[src/rtl/cart_mem_sequencer.sv]
// Serialises mapper-translated PRG and CHR accesses onto the single cart memory port.
// Each channel holds one request at a time; a tie between channels is broken round-robin.
module cart_mem_sequencer #(
    parameter int ADDR_W  = 22,
    parameter bit RR_INIT = 1'b1
) (
    input  logic              clk,
    input  logic              reset,
    input  logic              prg_req,
    input  logic              prg_we,
    input  logic [ADDR_W-1:0] prg_addr,
    input  logic [7:0]        prg_wdata,
    input  logic              prg_allow,
    output logic [7:0]        prg_rdata,
    output logic              prg_busy,
    output logic              prg_overrun,
    input  logic              chr_req,
    input  logic              chr_we,
    input  logic [ADDR_W-1:0] chr_addr,
    input  logic [7:0]        chr_wdata,
    input  logic              chr_allow,
    output logic [7:0]        chr_rdata,
    output logic              chr_busy,
    output logic              chr_overrun,
    output logic              mem_req,
    output logic              mem_we,
    output logic [ADDR_W-1:0] mem_addr,
    output logic [7:0]        mem_wdata,
    input  logic              mem_ack,
    input  logic [7:0]        mem_rdata
);

    typedef enum logic [1:0] {
        IDLE      = 2'd0,
        SERVE_PRG = 2'd1,
        SERVE_CHR = 2'd2
    } state_t;

    state_t state, state_d;
    logic   rr, rr_d;              // 1: CHR wins the next tie
    logic   grant_prg, grant_chr;
    logic   done_prg, done_chr;

    logic              prg_pend, prg_we_q;
    logic [ADDR_W-1:0] prg_addr_q;
    logic [7:0]        prg_wdata_q;
    logic              chr_pend, chr_we_q;
    logic [ADDR_W-1:0] chr_addr_q;
    logic [7:0]        chr_wdata_q;

    // Pending covers both waiting and in service, so it is the busy flag itself.
    assign prg_busy = prg_pend;
    assign chr_busy = chr_pend;

    always_comb begin
        state_d   = state;
        rr_d      = rr;
        grant_prg = 1'b0;
        grant_chr = 1'b0;
        done_prg  = 1'b0;
        done_chr  = 1'b0;
        unique case (state)
            IDLE: begin
                if (prg_pend && chr_pend) begin
                    rr_d = ~rr;
                    if (rr) begin
                        grant_chr = 1'b1;
                        state_d   = SERVE_CHR;
                    end else begin
                        grant_prg = 1'b1;
                        state_d   = SERVE_PRG;
                    end
                end else if (prg_pend) begin
                    grant_prg = 1'b1;
                    state_d   = SERVE_PRG;
                end else if (chr_pend) begin
                    grant_chr = 1'b1;
                    state_d   = SERVE_CHR;
                end
            end
            SERVE_PRG: begin
                if (mem_ack) begin
                    done_prg = 1'b1;
                    state_d  = IDLE;
                end
            end
            SERVE_CHR: begin
                if (mem_ack) begin
                    done_chr = 1'b1;
                    state_d  = IDLE;
                end
            end
            default: state_d = IDLE;
        endcase
    end

    always_ff @(posedge clk or posedge reset) begin
        if (reset) begin
            state <= IDLE;
            rr    <= RR_INIT;
        end else begin
            state <= state_d;
            rr    <= rr_d;
        end
    end

    always_ff @(posedge clk or posedge reset) begin
        if (reset) begin
            mem_req   <= 1'b0;
            mem_we    <= 1'b0;
            mem_addr  <= '0;
            mem_wdata <= 8'h00;
        end else if (grant_prg) begin
            mem_req   <= 1'b1;
            mem_we    <= prg_we_q;
            mem_addr  <= prg_addr_q;
            mem_wdata <= prg_wdata_q;
        end else if (grant_chr) begin
            mem_req   <= 1'b1;
            mem_we    <= chr_we_q;
            mem_addr  <= chr_addr_q;
            mem_wdata <= chr_wdata_q;
        end else if (done_prg || done_chr) begin
            mem_req   <= 1'b0;
        end
    end

    // A disallowed read returns open bus instead of touching memory.
    always_ff @(posedge clk or posedge reset) begin
        if (reset) begin
            prg_pend    <= 1'b0;
            prg_overrun <= 1'b0;
            prg_rdata   <= 8'hFF;
            prg_we_q    <= 1'b0;
            prg_addr_q  <= '0;
            prg_wdata_q <= 8'h00;
        end else begin
            prg_overrun <= prg_req && prg_pend;
            if (done_prg) begin
                prg_pend <= 1'b0;
                if (!prg_we_q)
                    prg_rdata <= mem_rdata;
            end
            if (prg_req && !prg_pend) begin
                if (prg_allow) begin
                    prg_pend    <= 1'b1;
                    prg_we_q    <= prg_we;
                    prg_addr_q  <= prg_addr;
                    prg_wdata_q <= prg_wdata;
                end else if (!prg_we) begin
                    prg_rdata   <= 8'hFF;
                end
            end
        end
    end

    always_ff @(posedge clk or posedge reset) begin
        if (reset) begin
            chr_pend    <= 1'b0;
            chr_overrun <= 1'b0;
            chr_rdata   <= 8'hFF;
            chr_we_q    <= 1'b0;
            chr_addr_q  <= '0;
            chr_wdata_q <= 8'h00;
        end else begin
            chr_overrun <= chr_req && chr_pend;
            if (done_chr) begin
                chr_pend <= 1'b0;
                if (!chr_we_q)
                    chr_rdata <= mem_rdata;
            end
            if (chr_req && !chr_pend) begin
                if (chr_allow) begin
                    chr_pend    <= 1'b1;
                    chr_we_q    <= chr_we;
                    chr_addr_q  <= chr_addr;
                    chr_wdata_q <= chr_wdata;
                end else if (!chr_we) begin
                    chr_rdata   <= 8'hFF;
                end
            end
        end
    end

endmodule

[config.mk]
export PLATFORM = sky130hd
export DESIGN_NAME = cart_mem_sequencer
export DESIGN_NICKNAME = d
export VERILOG_FILES = /design/src/rtl/cart_mem_sequencer.sv
export SDC_FILE = /design/constraint.sdc
export NUM_CORES = 1
export LEC_CHECK = 0
export ABC_AREA = 1
export ABC_CLOCK_PERIOD_IN_PS = 4200
export BUFFER_PORTS_ARGS = -buffer_cell sky130_fd_sc_hd__buf_2
export CAP_MARGIN = 10
export CORE_MARGIN = 1.5
export CORE_UTILIZATION = 53
export DETAILED_ROUTE_END_ITERATION = 8
export PLACE_DENSITY = 0.9
export SYNTH_ARGS = -nofsm -noshare
export SYNTH_HDL_FRONTEND = slang
export SYNTH_SLANG_ARGS = --single-unit
[constraint.sdc]
create_clock -name clk -period 4.2 [get_ports clk]
set_input_delay 0 -clock clk [delete_from_list [all_inputs] [get_ports clk]]
set_output_delay 0 -clock clk [all_outputs]
set_load 0.01 [all_outputs]
Word level (Yosys, flattened, before mapping)
Index checks and enable logic that the tools add are counted.
{"block": "totals", "regBits": 117, "latchBits": 0, "ramBits": 0, "mem_bits_ro": 0, "in_bits": 77, "out_inout_bits": 52, "memories": 0}
{"block": "op_classes", "n_addsub": 0, "multipliers": 0, "n_div": 0, "n_lt_le_gt_ge": 0, "n_eq_ne": 4, "shifts": 0, "mux": 43, "bitwise": 1, "reduce_logical": 16}
{"operator": "$mux 8", "n": 12}
{"operator": "$mux 22", "n": 2}
{"operator": "$mux 1", "n": 23}
{"operator": "$mux 2", "n": 5}
{"operator": "$reduce_and 2->1", "n": 4}
{"operator": "$logic_and 1x1->1", "n": 5}
{"operator": "$ne 4x4->1 const B", "n": 1}
{"operator": "$pmux 2 s2", "n": 1}
{"operator": "$reduce_bool 3->1", "n": 1}
{"operator": "$eq 2x1->1 const B", "n": 1}
{"operator": "$eq 2x2->1 const B", "n": 1}
{"operator": "$logic_not 1->1", "n": 2}
{"operator": "$logic_not 2->1", "n": 1}
{"operator": "$ne 2x1->1 const B", "n": 1}
{"operator": "$reduce_bool 2->1", "n": 1}
{"operator": "$reduce_or 2->1", "n": 1}
{"operator": "$logic_or 1x1->1", "n": 1}
{"operator": "$not 1->1", "n": 1}

Longest topological paths before layout
Gate-level depths: netlist of the first run.
{"block": "depth", "ltp_word": 6, "ltp_mapped": 8, "depth_no_buf": 8}

Least setup slack after synthesis of the first run
OpenSTA, ideal clock, no wires.
{"block": "synth_timing", "path_type": "reg-to-reg", "startpoint": "register state[0]", "endpoint": "register mem_addr[0]", "setup_time_ns": 0.118, "arrival_time_ns": 1.195, "setup_slack_ns": 2.887, "path_stages_with_launch": 9, "path_buffers": 1, "cell_sequence": "dfrtp_1 inv_1 ha_1 inv_2 nor2_4 inv_2 buf_2 nand2_1 nand2_1"}
{"block": "synth_between", "elab_chain_cells": 3}
{"item": "from (decl)", "line": "39", "source": "state_t state, state_d;"}
{"item": "from (signal assigned)", "line": "102", "source": "state <= state_d;"}
{"item": "$logic_not 2->1 (*)", "line": "62", "source": "unique case (state)"}
{"item": "$mux 1", "line": "62"}
{"item": "$mux 22 or $reduce_bool 2->1 (tied branches)"}
{"item": "to (signal assigned)", "line": "116", "source": "mem_addr <= prg_addr_q;"}
{"item": "to (signal assigned)", "line": "121", "source": "mem_addr <= chr_addr_q;"}
{"item": "to (decl)", "line": "27", "source": "output logic [ADDR_W-1:0] mem_addr,"}
Mark *: on every way between the ends. The rest lies on a longest branch, timed or not.
A chain may end at the register's enable or synchronous reset.

Worst setup path after layout of the first run
{"block": "layout_timing", "startpoint": "register chr_pend, in the netlist chr_busy", "endpoint": "register mem_wdata[4]"}
{"block": "layout_between", "elab_chain_cells": 5}
{"item": "from (decl)", "line": "47", "source": "logic chr_pend, chr_we_q;"}
{"item": "from (signal assigned)", "line": "159", "source": "chr_pend <= 1'b0;"}
{"item": "from (signal assigned)", "line": "168", "source": "chr_pend <= 1'b0;"}
{"item": "from (signal assigned)", "line": "174", "source": "chr_pend <= 1'b1;"}
{"item": "$mux 1", "line": "76", "source": "end else if (chr_pend) begin"}
{"item": "$mux 1", "line": "73", "source": "end else if (prg_pend) begin"}
{"item": "$mux 1", "line": "64", "source": "if (prg_pend && chr_pend) begin"}
{"item": "$mux 1", "line": "62"}
{"item": "$reduce_bool 2->1 (no source line)"}
{"item": "to (signal assigned)", "line": "117", "source": "mem_wdata <= prg_wdata_q;"}
{"item": "to (signal assigned)", "line": "122", "source": "mem_wdata <= chr_wdata_q;"}
{"item": "to (decl)", "line": "28", "source": "output logic [7:0] mem_wdata,"}
Several ways; a longest one is shown, not always the timed one.

==> results of run 1 <==
==> synth_stat cells <==
cell	n	share of area, %
nand2_1	143	11
o21ai_1	1	0.10
inv_1	72	5.4
nand3_1	81	8.1
nor2_1	65	4.9
clkbuf_1	2	0.15
ha_1	3	0.75
nand3b_1	1	0.15
buf_4	5	0.75
xnor2_1	1	0.18
buf_2	21	2.1
nand2_2	2	0.25
nand3_2	1	0.20
inv_2	2	0.15
dfrtp_1	100	50
o21ai_0	1	0.10
a21oi_1	62	6.2
dfstp_2	17	8.9
nor2_4	2	0.45
nor2_2	3	0.38
==> critical path, stage by stage (launching register included) <==
cell	delay, ps
dfrtp_1	480
nand2_1	860
nand3_2	880
nand2_1	360
nand3_1	160
nand2_1	150
==> how the worst max path moves through the flow <==
stage             start  slack [ps]  cells past startpoint       endpoint
4_1_cts        chr_busy        1420                      5   mem_wdata[4]
5_1_grt        chr_busy        1130                      5   mem_wdata[4]
6_report       chr_busy        1240                      5   mem_wdata[4]
2_1_floorplan     reset        1130                      1  chr_addr_q[0]
3_5_place_dp   chr_busy        1560                      5   mem_addr[14]
3_3_place_gp   prg_busy        1640                      6    mem_addr[0]
==> stage by stage <==
| step | hold slack, ps | instances |
|---|---|---|
| CTS | 6.02 | 917 |
| finish | 50.7 | 919 |
| detailed placement | 210 | 798 |
| global route | 103 | 918 |
| global placement | 208 | 798 |
| floorplan | 104 | 585 |
==> timing repair <==
item,CTS,global route
setup endpoints to repair,0,0
hold buffers,87,0
endpoints found under the hold margin,143,0
==> flip-flops by register name, indices dropped and copies added (netlist names) <==
signal,cells
chr_addr_q,22
mem_addr,22
prg_addr_q,22
chr_rdata,8
chr_wdata_q,8
mem_wdata,8
prg_rdata,8
prg_wdata_q,8
state,2
chr_busy,1
chr_overrun,1
chr_we_q,1
mem_req,1
mem_we,1
prg_busy,1
prg_overrun,1
prg_we_q,1
rr,1
==> cells in the final DEF (no fill, tap or decap), types with 3 or more instances in the layout <==
| master | synthesis | layout |
|---|---|---|
| nand2_1 | 143 | 143 |
| buf_2 | 21 | 128 |
| dfrtp_1 | 100 | 100 |
| dlygate4sd3_1 | 0 | 87 |
| nand3_1 | 81 | 81 |
| inv_1 | 72 | 71 |
| nor2_1 | 65 | 65 |
| a21oi_1 | 62 | 62 |
| dfstp_2 | 17 | 17 |
| clkbuf_16 | 0 | 16 |
| clkbuf_8 | 0 | 4 |
| clkinv_2 | 0 | 4 |
| nor2_2 | 3 | 3 |
| ha_1 | 3 | 3 |
| bufinv_16 | 0 | 3 |
| clkbuf_1 | 2 | 3 |
==> where the power goes <==
group          internal [mW]  leakage (nW)  switching [mW]
registers               1.74          1.30           0.293
logic                  0.771          2.15            1.39
clock network          0.946         0.288           0.501
total                   3.46          3.74            2.18
==> cell type report <==
| cell class | instances | share of cell area (%) |
|---|---|---|
| antenna | 2 | 0.0703 |
| clock buffer | 23 | 6.56 |
| clock inverter | 9 | 1.76 |
| inverter | 74 | 3.94 |
| multi-input combinational | 366 | 22.8 |
| sequential | 117 | 41.4 |
| tap | 111 | 1.95 |
| timing repair buffer | 217 | 21.5 |
==> logic make-up (layout without fill, tap and decap cells) <==
| family | after synthesis | count (layout) | synth area share, % |
|---|---|---|---|
| and+or+nand+nor | 298 | 298 | 25.1 |
| DFF | 117 | 117 | 59.0 |
| buffers and inverters | 102 | 323 | 8.56 |
| AOI/OAI and AO/OA | 64 | 64 | 6.40 |
| adders and majority gates | 3 | 3 | 0.751 |
| xor gates and xnor gates | 1 | 1 | 0.175 |
| other | 0 | 2 | 0 |
==> layer usage <==
layer | vias to the layer above | global-route usage, %
met2 | 312 | 55.4
met5 | - | 0
met4 | 0 | 18.6
met1 | 2403 | 37.9
li1 | 2240 | -
met3 | 77 | 7.17
==> run metrics, run 1 <==
status finished, final reports clean; Remaining Overflow, GRT 0; WP data arrival between 3000 and 4000 ps; r2r startpoint chr_busy; cell depth of the worst flop-to-flop path 5; CTS tree done; clk buf depth 2; syn_area_per_cell ~8.5 um^2; final setup skew 8.12 ps; crit path kind reg2reg; Worst slew margin between 20% and 30%; post-CTS setup buffer count 0; full die area 10000 um^2; largest net degree at the start of global routing 77; Horiz. Die Dim roughly 100 um; critical-path maximum fanout 33; period utilization between 70 and 80%; Hold Path Stages 4; top layer in use met4; sinks on the clock net between 100 and 150; Mapped Nets ~670; H-tree depth 4; WL met3 approximately 1100 um; number of fill cells ~520; die height between 100 and 150 um; routed length per instance approximately 17 um; Resized Gates After CTS 0; Worst Path Required 4640 ps; # Max-Cap Violations 0; Initial Utilization between 50% and 60%; core area 9200 um^2; WL met2 ~7800 um; PnR Total Power approximately 5.6 mW; routed wire length ~16000 um; Slew @ Worst Pin roughly 1200 ps; first-pass GRT wire length between 20000 and 25000 um; P_leak around 3.7 nW; RR Endpoint mem_wdata[4]; Tightest Hold Check Type in2reg; Placed Area around 5600 um^2; I/O Buffers ~130; mapped cell area 5000 um^2; crit path time final between 2000 and 3000 ps; vias in the first global route just over 5k; Worst-Skew Late Latency 520 ps; Worst Setup Start Kind register; RSZ-0062 raised after global routing false; maximum clock rate 338 MHz; TNS Setup 0 ps; Via Count around 5.0k; I/O pins roughly 130; DP Wirelength around 8000 um; sequential fraction of the synthesis area about three fifths; gr usage total 32.5%; R2R Setup Slk 1240 ps; Pre-Repair DR Iteration Count 6; PwrDens 792 nW/um^2; area of the multi-input gates 1620 um^2; Post-Syn Instances 585; Reg area roughly 2900 um^2; Final Worst Setup Slack 1240 ps; Final Cell Area a little over 7000 um^2; final setup vio count 0; area delta synth->final 42.3%; Place WS 1560 ps; Antenna Violating Nets Remaining 0; Rows 35; initial DRC count approximately 460; Peak supply drop ~0.00047 V; min-delay src prg_allow; post-route DRC violation count 0; M1 wire length about 5900 um; number of distinct library cells after synthesis 20; final hold viol count 0; Hold EP prg_rdata[4]; total CTS buffers 17; Clock transition at path regs 60 ps; CP endpoint kind register; antenna violations before repair 1; final slew viol count 0; Layout Nets roughly 870; layout cells sized above 1 between 20% and 30%; Final Core Density between 70% and 80%; Via density 5.48; root buf cell clkbuf_8; Synth Register Bits approximately 120; synth warn 0; Final Wtd Congestion approximately 0.87
Power figures use the tool's default switching activity.
==> inputs of run 2 (changes only) <==
==> config.mk (replaced) <==
export PLATFORM = sky130hd
export DESIGN_NAME = cart_mem_sequencer
export DESIGN_NICKNAME = d
export VERILOG_FILES = /design/src/rtl/cart_mem_sequencer.sv
export SDC_FILE = /design/constraint.sdc
export NUM_CORES = 1
export LEC_CHECK = 0
export ABC_AREA = 0
export ABC_CLOCK_PERIOD_IN_PS = 2500
export BUFFER_PORTS_ARGS = -buffer_cell sky130_fd_sc_hd__buf_2
export CAP_MARGIN = 10
export CORE_MARGIN = 1.5
export CORE_UTILIZATION = 47
export DETAILED_ROUTE_END_ITERATION = 8
export PLACE_DENSITY = 0.85
export SYNTH_ARGS = -nofsm -noshare
export SYNTH_HDL_FRONTEND = slang
export SYNTH_SLANG_ARGS = --single-unit
==> constraint.sdc (replaced) <==
create_clock -name clk -period 2.5 [get_ports clk]
set_input_delay 0 -clock clk [delete_from_list [all_inputs] [get_ports clk]]
set_output_delay 0 -clock clk [all_outputs]
set_load 0.01 [all_outputs]
==> run metrics, run 2 <==
Remaining Overflow, GRT 0; maximum clock rate roughly 490 MHz; Worst Setup Start Kind register; Slowest cell on crit path dlygate4sd3_1; H-tree depth 4; # Max-Cap Violations 0; internal power 6.05 mW; busiest layer in global routing met2; grt met3 use 4.95%; syn_area_per_cell between 10 and 15 um^2; synth warn 0; sequential fraction of the synthesis area between 50% and 60%; full die area ~11000 um^2; antenna fix cells 0; post-CTS setup buffer count 0; Regs by FF count chr_addr_q x22, mem_addr x22, prg_addr_q x22; DP Wirelength between 7000 and 8000 um; Post-Syn Instances about 420; Pre-Repair DR Iteration Count 5; Non-Filler Instances 773; Via Count ~4k; first-pass GRT wire length 20000 um; GR Layer Usage met1 28.2%; gr usage total 23.0%; sinks on the clock net between 100 and 150; Initial Utilization between 40% and 50%; core area 10200 um^2; most common cell after layout, fill and taps aside buf_2; logic gate share of total power approximately 36%; Worst slew margin about two fifths; TNS Setup 0 ps; clk buf depth 2; Tightest Hold Check Type in2reg; PwrDens 1310 nW/um^2; layout cells sized above 1 roughly 40%; Mapped Nets around 500; Cell Chain, Critical Path or4b_4, dlygate4sd3_1, nand3_2; final hold viol count 0; die height between 100 and 150 um; area delta synth->final 44.2%; mapped cell area 4920 um^2; Antenna Violating Nets Remaining 0; Rows 37; most frequent cells in the layout buf_2 (128), dfrtp_1 (100), dlygate4sd3_1 (82); placed cells 659; crit path kind reg2reg; final setup skew between 7 and 8 ps; RSZ-0062 raised after global routing false; antenna violations before repair 0; sequential share of power between 30% and 40%; root buf cell clkbuf_8; I/O pins roughly 130; largest net degree at the start of global routing between 60 and 70; total CTS buffers 17; synth top area cells dfrtp_1 (51%), mux2_2 (13%), dfstp_2 (9.1%), o21ai_0 (5.9%), nand2_1 (5.4%); switching pwr roughly 3.2 mW; number of distinct library cells after synthesis 31; Layout Nets a little over 700; CTS tree done; Final Wtd Congestion 0.746; Synth area leader dfrtp_1; routed wire length 12300 um; final setup vio count 0; Horiz. Die Dim 105 um; crit path time final between 2000 and 2500 ps; delay of the slowest critical-path stage between 700 and 800 ps; critical-path maximum fanout 11; vias in the first global route about 4.2k; P_leak between 3 and 4 nW; Synth Register Bits 117; Slew @ Worst Pin 897 ps; post-route DRC violation count 0; Hold Path Stages 3; status finished, final reports clean; met2 usage around two fifths; Worst Path Required just under 3000 ps; I/O Buffers approximately 130; Resized Gates After CTS 0; async set-reset flop share out of synthesis 100%; top-count cell post-synth dfrtp_1; Synth top cells by count dfrtp_1 (100), nand2_1 (71), mux2_2 (58), o21ai_0 (58), a21oi_1 (31); Clock transition at path regs about 60 ps; routed length per instance 15.9 um; Peak supply drop about 0.00063 V; PnR Total Power between 9 and 10 mW; Post-synth EDFFs 0; Final Core Density 69.3%; WP data arrival between 2000 and 3000 ps; initial DRC count approximately 220; final slew viol count 0; Via density approximately 5.2; Worst-Skew Late Latency approximately 500 ps; dominant synthesized flop cell dfrtp_1; Sw Share between 30% and 40%; Synth top area share between 50 and 60%; period utilization around 82%; CP endpoint kind register; Clock Power Share a little over a quarter; cell depth of the worst flop-to-flop path 3
-- run 2: what timing repair did --
item / in CTS / in global routing
endpoints found under the hold margin: 199 / 0
endpoints found under the setup margin: 0 / 0
hold buffers: 82 / 0
-- run 2: through the flow --
stage | hold slack, ps | cell area (um^2) | setup slack (ps)
final | 132 | 7090 | 438
after global routing | 156 | 7090 | 380
after CTS | 134 | 7090 | 447
after detailed placement | 222 | 5650 | 627
after global placement | 215 | 5650 | 693
after floorplan | 112 | 4920 | 1090
-- run 2: worst max-delay path: cells and delay by family (launching register included) --
family | cells | cell delay, ps
AND/OR/NAND/NOR | 2 | 720
flip-flops | 1 | 540
buffers and inverters | 1 | 740
-- run 2: final cells by class --
| class | instances | area, um^2 |
|---|---|---|
| fillers | 729 | 3140 |
| flip-flops and latches | 117 | 2950 |
| multi-input cells | 268 | 1810 |
| repair buffers | 217 | 1530 |
| clock buffers | 25 | 571 |
| well taps | 136 | 170 |
| clock inverters | 7 | 46.3 |
| inverters | 3 | 15.0 |
-- run 2: power by group through the flow --
stage	sequential [mW]	clock, mW	combinational [mW]
after CTS	3.51	2.46	3.29
after detailed placement	3.54	0	3.09
after global placement	3.47	0	2.95
after floorplan	3.56	0	2.01
final	3.53	2.43	3.30
after global routing	3.63	2.56	3.65
-- run 2: path summary, 6_finish.rpt --
check                       startpoint           end  slack [ps]
setup / recovery              chr_busy  chr_rdata[7]         440
hold / removal               chr_allow      chr_busy         130
setup reg to reg              chr_busy  chr_rdata[7]         440
hold reg to reg            mem_addr[7]   mem_addr[7]         480
max in group asynchronous        reset            rr        1700
min in group asynchronous        reset  prg_rdata[7]         310
-- run 2: cells by family (layout without fill, tap and decap cells) --
kind of cell	count (synthesis)	after routing	synth area share (%)
buf+inv	32	252	3.33
compound gates	101	101	11.0
mux	62	62	14.2
fa+ha+maj	3	3	0.764
xor+xnor	1	1	0.178
flops	117	117	60.0
simple gates	101	101	10.5
-- run 2: routing by layer --
metal	wire length (um)	vias to the layer above
met3	573	15
met1	5170	1996
met5	0	-
met2	6420	131
li1	-	1861
met4	138	0
